[config.mk]
export PLATFORM = sky130hd
export DESIGN_NAME = pad_sequencer
export DESIGN_NICKNAME = d
export VERILOG_FILES = /design/src/rtl/pad_sequencer.sv
export SDC_FILE = /design/constraint.sdc
export NUM_CORES = 1
export LEC_CHECK = 0
export ABC_AREA = 1
export BUFFER_PORTS_ARGS = -buffer_cell sky130_fd_sc_hd__buf_2
export CAP_MARGIN = 15
export CORE_AREA = 5 5 238 240
export DETAILED_ROUTE_END_ITERATION = 7
export DIE_AREA = 0 0 243 245
export PLACE_DENSITY = 0.76
export SLEW_MARGIN = 20
export SYNTH_ARGS = -nofsm -noshare
export SYNTH_HDL_FRONTEND = slang
export SYNTH_SLANG_ARGS = --single-unit
[constraint.sdc]
create_clock -name clk -period 2.1 [get_ports clk]
set_clock_uncertainty 0.05 [all_clocks]
set_input_delay 0.525 -clock clk [delete_from_list [all_inputs] [get_ports clk]]
set_output_delay 0.525 -clock clk [all_outputs]
set_load 0.005 [all_outputs]
[src/rtl/pad_sequencer.sv]
// Keccak-512 pad sequencer: packs 32-bit message words into RATE_WORDS-word
// rate blocks, appending 0x01 / 0x80 multi-rate padding after the last word.
module pad_sequencer #(
  parameter int unsigned RATE_WORDS = 18
) (
  input  logic                    clk,
  input  logic                    reset_n,
  input  logic [31:0]             in,
  input  logic                    in_ready,
  input  logic                    is_last,
  input  logic [1:0]              byte_num,
  input  logic                    f_ack,
  output logic                    buffer_full,
  output logic [32*RATE_WORDS-1:0] out,
  output logic                    out_ready
);

  localparam int unsigned CW = $clog2(RATE_WORDS + 1);
  localparam int unsigned OW = 32 * RATE_WORDS;
  localparam logic [CW-1:0] CNT_LAST = CW'(RATE_WORDS - 1);

  localparam logic [1:0] S_COLLECT = 2'd0;
  localparam logic [1:0] S_PAD     = 2'd1;
  localparam logic [1:0] S_FULL    = 2'd2;
  localparam logic [1:0] S_DONE    = 2'd3;

  logic [1:0]    state_q, state_d;
  logic [CW-1:0] cnt_q, cnt_d;
  logic          padded_q, padded_d;
  logic          full_q, full_d;
  logic [OW-1:0] out_q, out_d;
  logic [31:0]   last_word;
  logic [31:0]   w;
  logic          shift;

  // Final word: keep byte_num leading bytes, then the 0x01 pad-start byte.
  always_comb begin
    last_word = 32'h0100_0000;
    unique case (byte_num)
      2'd0:    last_word = 32'h0100_0000;
      2'd1:    last_word = {in[31:24], 24'h01_0000};
      2'd2:    last_word = {in[31:16], 16'h0100};
      default: last_word = {in[31:8], 8'h01};
    endcase
  end

  always_comb begin
    state_d  = state_q;
    cnt_d    = cnt_q;
    padded_d = padded_q;
    full_d   = full_q;
    out_d    = out_q;
    w        = '0;
    shift    = 1'b0;

    unique case (state_q)
      S_COLLECT: begin
        if (in_ready && !full_q) begin
          shift = 1'b1;
          if (is_last) begin
            padded_d = 1'b1;
            if (cnt_q == CNT_LAST) begin
              w = last_word | 32'h0000_0080;
            end else begin
              w       = last_word;
              state_d = S_PAD;
            end
          end else begin
            w = in;
          end
        end
      end
      S_PAD: begin
        shift = 1'b1;
        w     = (cnt_q == CNT_LAST) ? 32'h0000_0080 : 32'h0000_0000;
      end
      S_FULL: begin
        if (f_ack) begin
          cnt_d   = '0;
          full_d  = 1'b0;
          state_d = padded_q ? S_DONE : S_COLLECT;
        end
      end
      default: ;
    endcase

    // Filling the final slot overrides any PAD/COLLECT successor with FULL.
    if (shift) begin
      out_d = {out_q[OW-33:0], w};
      cnt_d = cnt_q + 1'b1;
      if (cnt_q == CNT_LAST) begin
        state_d = S_FULL;
        full_d  = 1'b1;
      end
    end
  end

  always_ff @(posedge clk or negedge reset_n) begin
    if (!reset_n) begin
      state_q  <= S_COLLECT;
      cnt_q    <= '0;
      padded_q <= 1'b0;
      full_q   <= 1'b0;
      out_q    <= '0;
    end else begin
      state_q  <= state_d;
      cnt_q    <= cnt_d;
      padded_q <= padded_d;
      full_q   <= full_d;
      out_q    <= out_d;
    end
  end

  assign buffer_full = full_q;
  assign out_ready   = full_q;
  assign out         = out_q;

endmodule

==> Word level (Yosys, flattened, before mapping) <==
Index checks and enable logic that the tools add are counted.
W data, S select, Z words.
{ "totals": {"register_bits": 585, "latchBits": 0, "ramBits": 0, "romBits": 0, "input_bits": 39, "wordCells": 42, "mem_count": 0} }
{ "op_classes": {"addsub": 1, "multipliers": 0, "div": 0, "magnitude_cmp": 0, "eq_ne": 5, "n_shift": 0, "mux": 23, "n_bitwise": 0, "reduce_logical": 8} }
{ "op_table": {"columns": ["operator", "n"], "rows": [
  ["$pmux W32 S3", 1],
  ["$mux W32", 2],
  ["$pmux W32 S2", 1],
  ["$mux W8", 2],
  ["$mux W5", 3],
  ["$mux W2", 7],
  ["$add A5 B1 Y5 const B", 1],
  ["$eq A5 B5 Y1 const B", 1],
  ["$mux W1", 5],
  ["$eq A2 B1 Y1 const B", 2],
  ["$eq A2 B2 Y1 const B", 2],
  ["$logic_not A2 Y1", 2],
  ["$pmux W2 S2", 1],
  ["$reduce_bool A2 Y1", 2],
  ["$reduce_and A3 Y1", 1],
  ["$pmux W1 S2", 1],
  ["$reduce_and A2 Y1", 1],
  ["$logic_and A1 B1 Y1", 1],
  ["$logic_not A1 Y1", 1]
]} }

==> Longest topological paths before layout <==
Gate-level depths: netlist (run 1).
{ "depth": {"ltp_word": 7, "ltp_mapped": 10} }

==> Worst setup path before layout (run 1) <==
OpenSTA, ideal clock, no wires.
{ "synth_timing": {"kind": "input port to flip-flop", "startpoint": "input in_ready", "endpoint": "register out_q[537], in the netlist out[537]", "arrival_time_ps": 1367, "slack_ps": 553, "cell_stages": 8, "n_path_buf": 3, "path_cell_list": "nand2_2 -> nor2_8 -> nor2_8 -> buf_6 -> buf_6 -> buf_6 -> nand2_1 -> o21ai_1"} }
{ "synth_via": {"elab_chain_cells": 3} }
{ "synth_rtl": {"columns": ["element", "line_no", "text"], "rows": [
  ["start: declaration", "9", "input logic in_ready,"],
  ["$logic_and A1 B1 Y1", "58", "if (in_ready && !full_q) begin"],
  ["$mux W1", "58", null],
  ["$pmux W1 S2", "56", "unique case (state_q)"],
  ["end signal: assignment", "110", "out_q <= out_d;"],
  ["end: declaration", "31", "logic [OW-1:0] out_q, out_d;"]
]} }
Every way passes these cells.
A chain may end at the register's enable or synchronous reset.

==> Worst setup path in the final report (run 1) <==
{ "layout_timing": {"startpoint": "register out_q[256], in the netlist out[256]", "endpoint": "output out[256]"} }
{ "layout_rtl": {"columns": ["element", "line_no", "text"], "rows": [
  ["end: declaration", "14", "output logic [32*RATE_WORDS-1:0] out,"]
]} }
No word-level cell between the ends.

==> flow_summary.toml, run 1 <==
[worst_setup_path]
worstPathBufferInverterCount = 1
crit_type = "register to output port"
crit_arrival_ps = 1380
path_cells = "buf_2"
ff2ff_setup_slack_ps = 250
path_delay_family = "flip-flops"
critPathRequiredTime_ps = 1520
cp_slowest_cell = "dfrtp_1"
cp_max_fo = 4
critPathLaunchType = "register"
end_kind = "output port"
worst_path_largest_cell_delay_ps = 540

[layout]
fin_nets = 2929
syn2layout_area_growth_pct = 28.54
nFillCells = 4861
drive_gt1_share_pct = 27.53
final_core_util_pct = 51.77

[routing]
antenna_left = 0
via_per_inst = 4.945
vias = 18000
drt_iter0_drc = 1231
first_pass_iters = 6
wl_per_cell_um = 19.34
drc = 0
routed_wl_um = 70420

[timing]
finalHoldViolCount = 0
setup_viol = 0
max-slew-margin-rel_pct = 51.50
min_period_over_period_pct = 93.09
rsz0062_at_grt = "no"
max_freq_mhz = 511.5
fin_setup_tns_ps = 0
period_needed_ps = 1955
drv_slew = 0
holdWs_ps = 65.31
worst_slew_pin_slew_ps = 724.8

[worst_hold_path]
hp-class = "input port to register"

[clocking]
cts_sinks = 585
clk_path_buf_depth = 3
cts-root-buf = "clkbuf_16"
cts-htree-levels = 2
numCtsBuffers = 58
tritoncts = "yes"
clk_pin_slew_ps = 60
worstSkewPairLatency_ps = 600

[outcome]
status = "complete, no violations"

[power]
ir_worst_vdd_v = 0.0005999
pwr_density_cell_nw_per_um2 = 807.4
p_total_w = 0.02276
power_leakage_nw = 15.01

[grt]
grt_pass1_vias = 17690
grt_pass1_wl_um = 107000
grt_max_degree = 128
grt-ovfl-total = 0
grt_usage_pct = 23.00
antenna_found_initial = 1

[floorplan]
fp-row-count = 86
io_pins = 617
die_h_um = 245
die_x_um = 243
core_area_um2 = 54450
initial_core_util_pct = 40.27
die_area_um2 = 59540

[synth]
netlist_area_um2 = 21930
ys_types = 25
ys_ff_latch = 585
ys_seq_area_share_pct = 66.76
syn_inst = 2259
syn_nets = 2300
avgSynthCellArea_um2 = 9.707
yosys_warnings = 0

[flow_run]
maxCapViolCount = 0

[place]
place.gp.congestion = 0.8969
dp_hpwl_um = 53280
numPortBuffers = 616
## repair_timing
action	4_1_cts	5_1_grt
hold endpoints to repair	24	0
hold buffers	1	0
resized for setup	0	0
setup buffers	0	0
## cell usage in the layout (no fill, tap or decap), types with 2 or more instances in the layout
cell,n
o21ai_1,14
bufinv_16,10
nand3_1,27
clkbuf_16,61
o21ai_2,6
clkbuf_1,10
dfrtp_1,585
clkinvlp_4,7
nand4_1,2
nor2_1,11
buf_4,55
inv_1,266
nor2_8,2
clkbuf_8,5
inv_2,3
clkinv_2,12
buf_2,615
o21ai_0,497
buf_12,24
nand2_1,708
ha_1,2
## where the power goes
part	total, W	switching, W	internal [W]
Combinational	0.000349	0.000262	0.0000860
Clock	0.0111	0.00443	0.00670
Sequential	0.0113	0.00000391	0.0113
## metrics by stage
stage | std cells | cell area (um2) | setup slack (ps)
after floorplan | 2259 | 21930 | 553.0
final | 3640 | 28190 | 145.1
after global routing | 3639 | 28180 | 51.40
after detailed placement | 3531 | 26110 | 171.8
after global placement | 3531 | 26110 | 184.4
after CTS | 3639 | 28180 | 61.19
## state kept, by name (all words and copies together), names as in the netlist
signal,flops
state_q,2
buffer_full,1
padded_q,1
cnt_q,5
out,576
## synthesized netlist by cell type (all sizes together)
master,count,area [um2]
buf,97,571.8
or2,1,6.260
nand2,710,2675
nand3,27,135.1
dfrtp,585,14640
o21bai,1,7.510
ha,2,25.02
o211ai,1,7.510
a31oi,1,6.260
nor3,1,5.000
nor2,14,87.59
a21oi,1,16.27
nand4,2,12.51
inv,269,1010
clkbuf,30,112.6
o21ai,517,2610
## per-layer routing
layer  GRT usage, %  wire (um)
met5              0         13
met4          8.344       2597
met3          6.664       6456
met1          28.35      26910
met2          38.90      34430
## final cells by class
class	count	area [um2]	share of cell area, %
clock inverters	31	430.4	1.527
well taps	704	880.8	3.125
inverters	269	1010	3.582
diodes	1	2.502	0.008878
multi-input cells	1278	5594	19.85
clock buffers	76	1633	5.793
flip-flops and latches	585	14640	51.94
repair buffers	696	3996	14.18
## path summary, 6_finish.rpt
path                             start        to  cells past startpoint
setup / recovery              out[256]  out[256]                      1
hold / removal                  in[22]   out[22]                      3
setup reg to reg           buffer_full  out[380]                      7
hold reg to reg               out[564]  out[564]                      2
max in group asynchronous      reset_n    out[9]                      3
min in group asynchronous      reset_n   out[51]                      2
## cells by family after synthesis
group,synth area share [%]
fa+ha+maj,0.1141
compound gates,12.07
buf+inv,7.726
flops,66.76
simple gates,13.32
(Power assumes the default switching activity.)
==> run 2, diff against run 1 <==
CTS_CLUSTER_SIZE = 30   (was default)
MAX_ROUTING_LAYER = met4   (was default)
==> run 2 against run 1 <==
- first-iteration DRC count fell by 2.8%
- clock power about the same
- die area unchanged
- critical path depth stayed put
- utilization unchanged
- global-route usage increased by 0.69 points
- final area unchanged
- clock-buffer cell count unchanged
- routed wire length is 0.14% lower
- hold slack worse by 1.9 ps
- critical path type unchanged
==> flow_summary.toml, run 2 (synthesized netlist as in run 1, its figures left out) <==
[outcome]
status = "complete, no violations"

[clocking]
cts_sinks = 585
cts-htree-levels = 2
cts-root-buf = "clkbuf_16"
clk_path_buf_depth = 3
post_cts.repair.setup_buffers = 0
clk_pin_slew_ps = 70
numCtsBuffers = 58
worstSkewPairLatency_ps = 600
tritoncts = "yes"

[timing]
worst_slew_pin_slew_ps = 708.0
fin_setup_tns_ps = 0
rsz0062_at_grt = "no"
max_freq_mhz = 509.6
drv_slew = 0
setup_viol = 0
holdWs_ps = 63.38
period_needed_ps = 1962
finalHoldViolCount = 0
min_period_over_period_pct = 93.44
max-slew-margin-rel_pct = 52.63

[place]
place.gp.congestion = 0.9121
dp_hpwl_um = 53280
numPortBuffers = 616

[grt]
grt_max_degree = 128
grt_usage_pct = 23.70
antenna_found_initial = 0
grt-ovfl-total = 0
grt_pass1_vias = 17700
grt_pass1_wl_um = 106800

[routing]
vias = 17990
via_per_inst = 4.942
routed_wl_um = 70320
drc = 0
drt_iter0_drc = 1197
wl_per_cell_um = 19.32
first_pass_iters = 5
antenna_left = 0

[power]
ir_worst_vdd_v = 0.0005984
pwr_density_cell_nw_per_um2 = 807.5
power_leakage_nw = 15.01

[worst_setup_path]
worstSetupPathDepth = 1
r2r-end = "out[380]"
cp-startpoint = "out[258]"
crit_arrival_ps = 1390
critPathRequiredTime_ps = 1520
critPathLaunchType = "register"
crit_type = "register to output port"
ff2ff_setup_slack_ps = 250
path_delay_family = "flip-flops"
path_cells = "buf_2"
cp_slowest_cell = "dfrtp_1"
cp_max_fo = 3
worst_path_largest_cell_delay_ps = 590
setup.worst_path.end = "out[258]"
end_kind = "output port"
r2r_start = "buffer_full"
worstPathBufferInverterCount = 1
r2r_cells = 7

[floorplan]
die_area_um2 = 59540
io_pins = 617
die_x_um = 243
fp-row-count = 86
initial_core_util_pct = 40.27
die_h_um = 245
core_area_um2 = 54450

[layout]
largest_register_ff_count = 576
most-common-layout-cells = "nand2_1, buf_2, dfrtp_1"
drive_gt1_share_pct = 27.53
final_common_cell = "nand2_1"
fin_nets = 2929
syn2layout_area_growth_pct = 28.54
nFillCells = 4861

[flow_run]
maxCapViolCount = 0

[worst_hold_path]
hp-class = "input port to register"
hp-start = "in[22]"
==> run 2: cell counts in the layout (fill, tap and decap cells not counted) <==
Identical to the previous run, type by type.
==> run 2: metrics by stage <==
stage / util, % / instance area [um2] / worst slack, ps / power [W] / cells
4_1_cts: 51.76 / 28180 / 61.19 / 0.02297 / 3639
3_5_place_dp: 47.95 / 26110 / 171.8 / 0.01184 / 3531
6_report: 51.77 / 28190 / 137.8 / 0.02276 / 3640
2_1_floorplan: - / 21930 / 553.0 / 0.01150 / 2259
5_1_grt: 51.76 / 28180 / 51.39 / 0.02346 / 3639
3_3_place_gp: 47.95 / 26110 / 184.4 / 0.01184 / 3531
==> run 2: how the worst min path moves through the flow <==
stage / slack (ps) / cells after the start / to
finish: 60 / 3 / out[22]
global route: 40 / 3 / out[3]
CTS: 30 / 3 / out[22]
detailed placement: 360 / 1 / out[51]
global placement: 370 / 1 / out[51]
floorplan: 180 / 0 / buffer_full
==> run 2: repair_timing <==
action                                  4_1_cts  5_1_grt
endpoints found under the setup margin        0        0
hold buffers                                  1        0
gates resized for setup                       0        0
endpoints found under the hold margin        24        0
==> run 2: power by group <==
part           switching (W)  total (W)  internal (W)
Sequential        0.00000377     0.0113        0.0113
Combinational       0.000263   0.000349     0.0000861
Clock                0.00443     0.0111       0.00670
Total                0.00470     0.0228        0.0181
==> run 2: per-layer routing <==
layer,global-route usage (%),vias to the layer above,wire [um]
li1,-,8357,-
met1,28.49,8751,27300
met2,38.77,762,34310
met3,6.566,119,6078
met4,8.478,0,2628
met5,-,-,0
==> run 2: cell type report <==
type / count / area (um2) / area share [%]
multi-input combinational: 1278 / 5594 / 19.85
tap: 704 / 880.8 / 3.125
antenna: 1 / 2.502 / 0.008878
clock inverter: 31 / 430.4 / 1.527
sequential: 585 / 14640 / 51.94
timing repair buffer: 696 / 3996 / 14.18
clock buffer: 76 / 1633 / 5.793
inverter: 269 / 1010 / 3.582
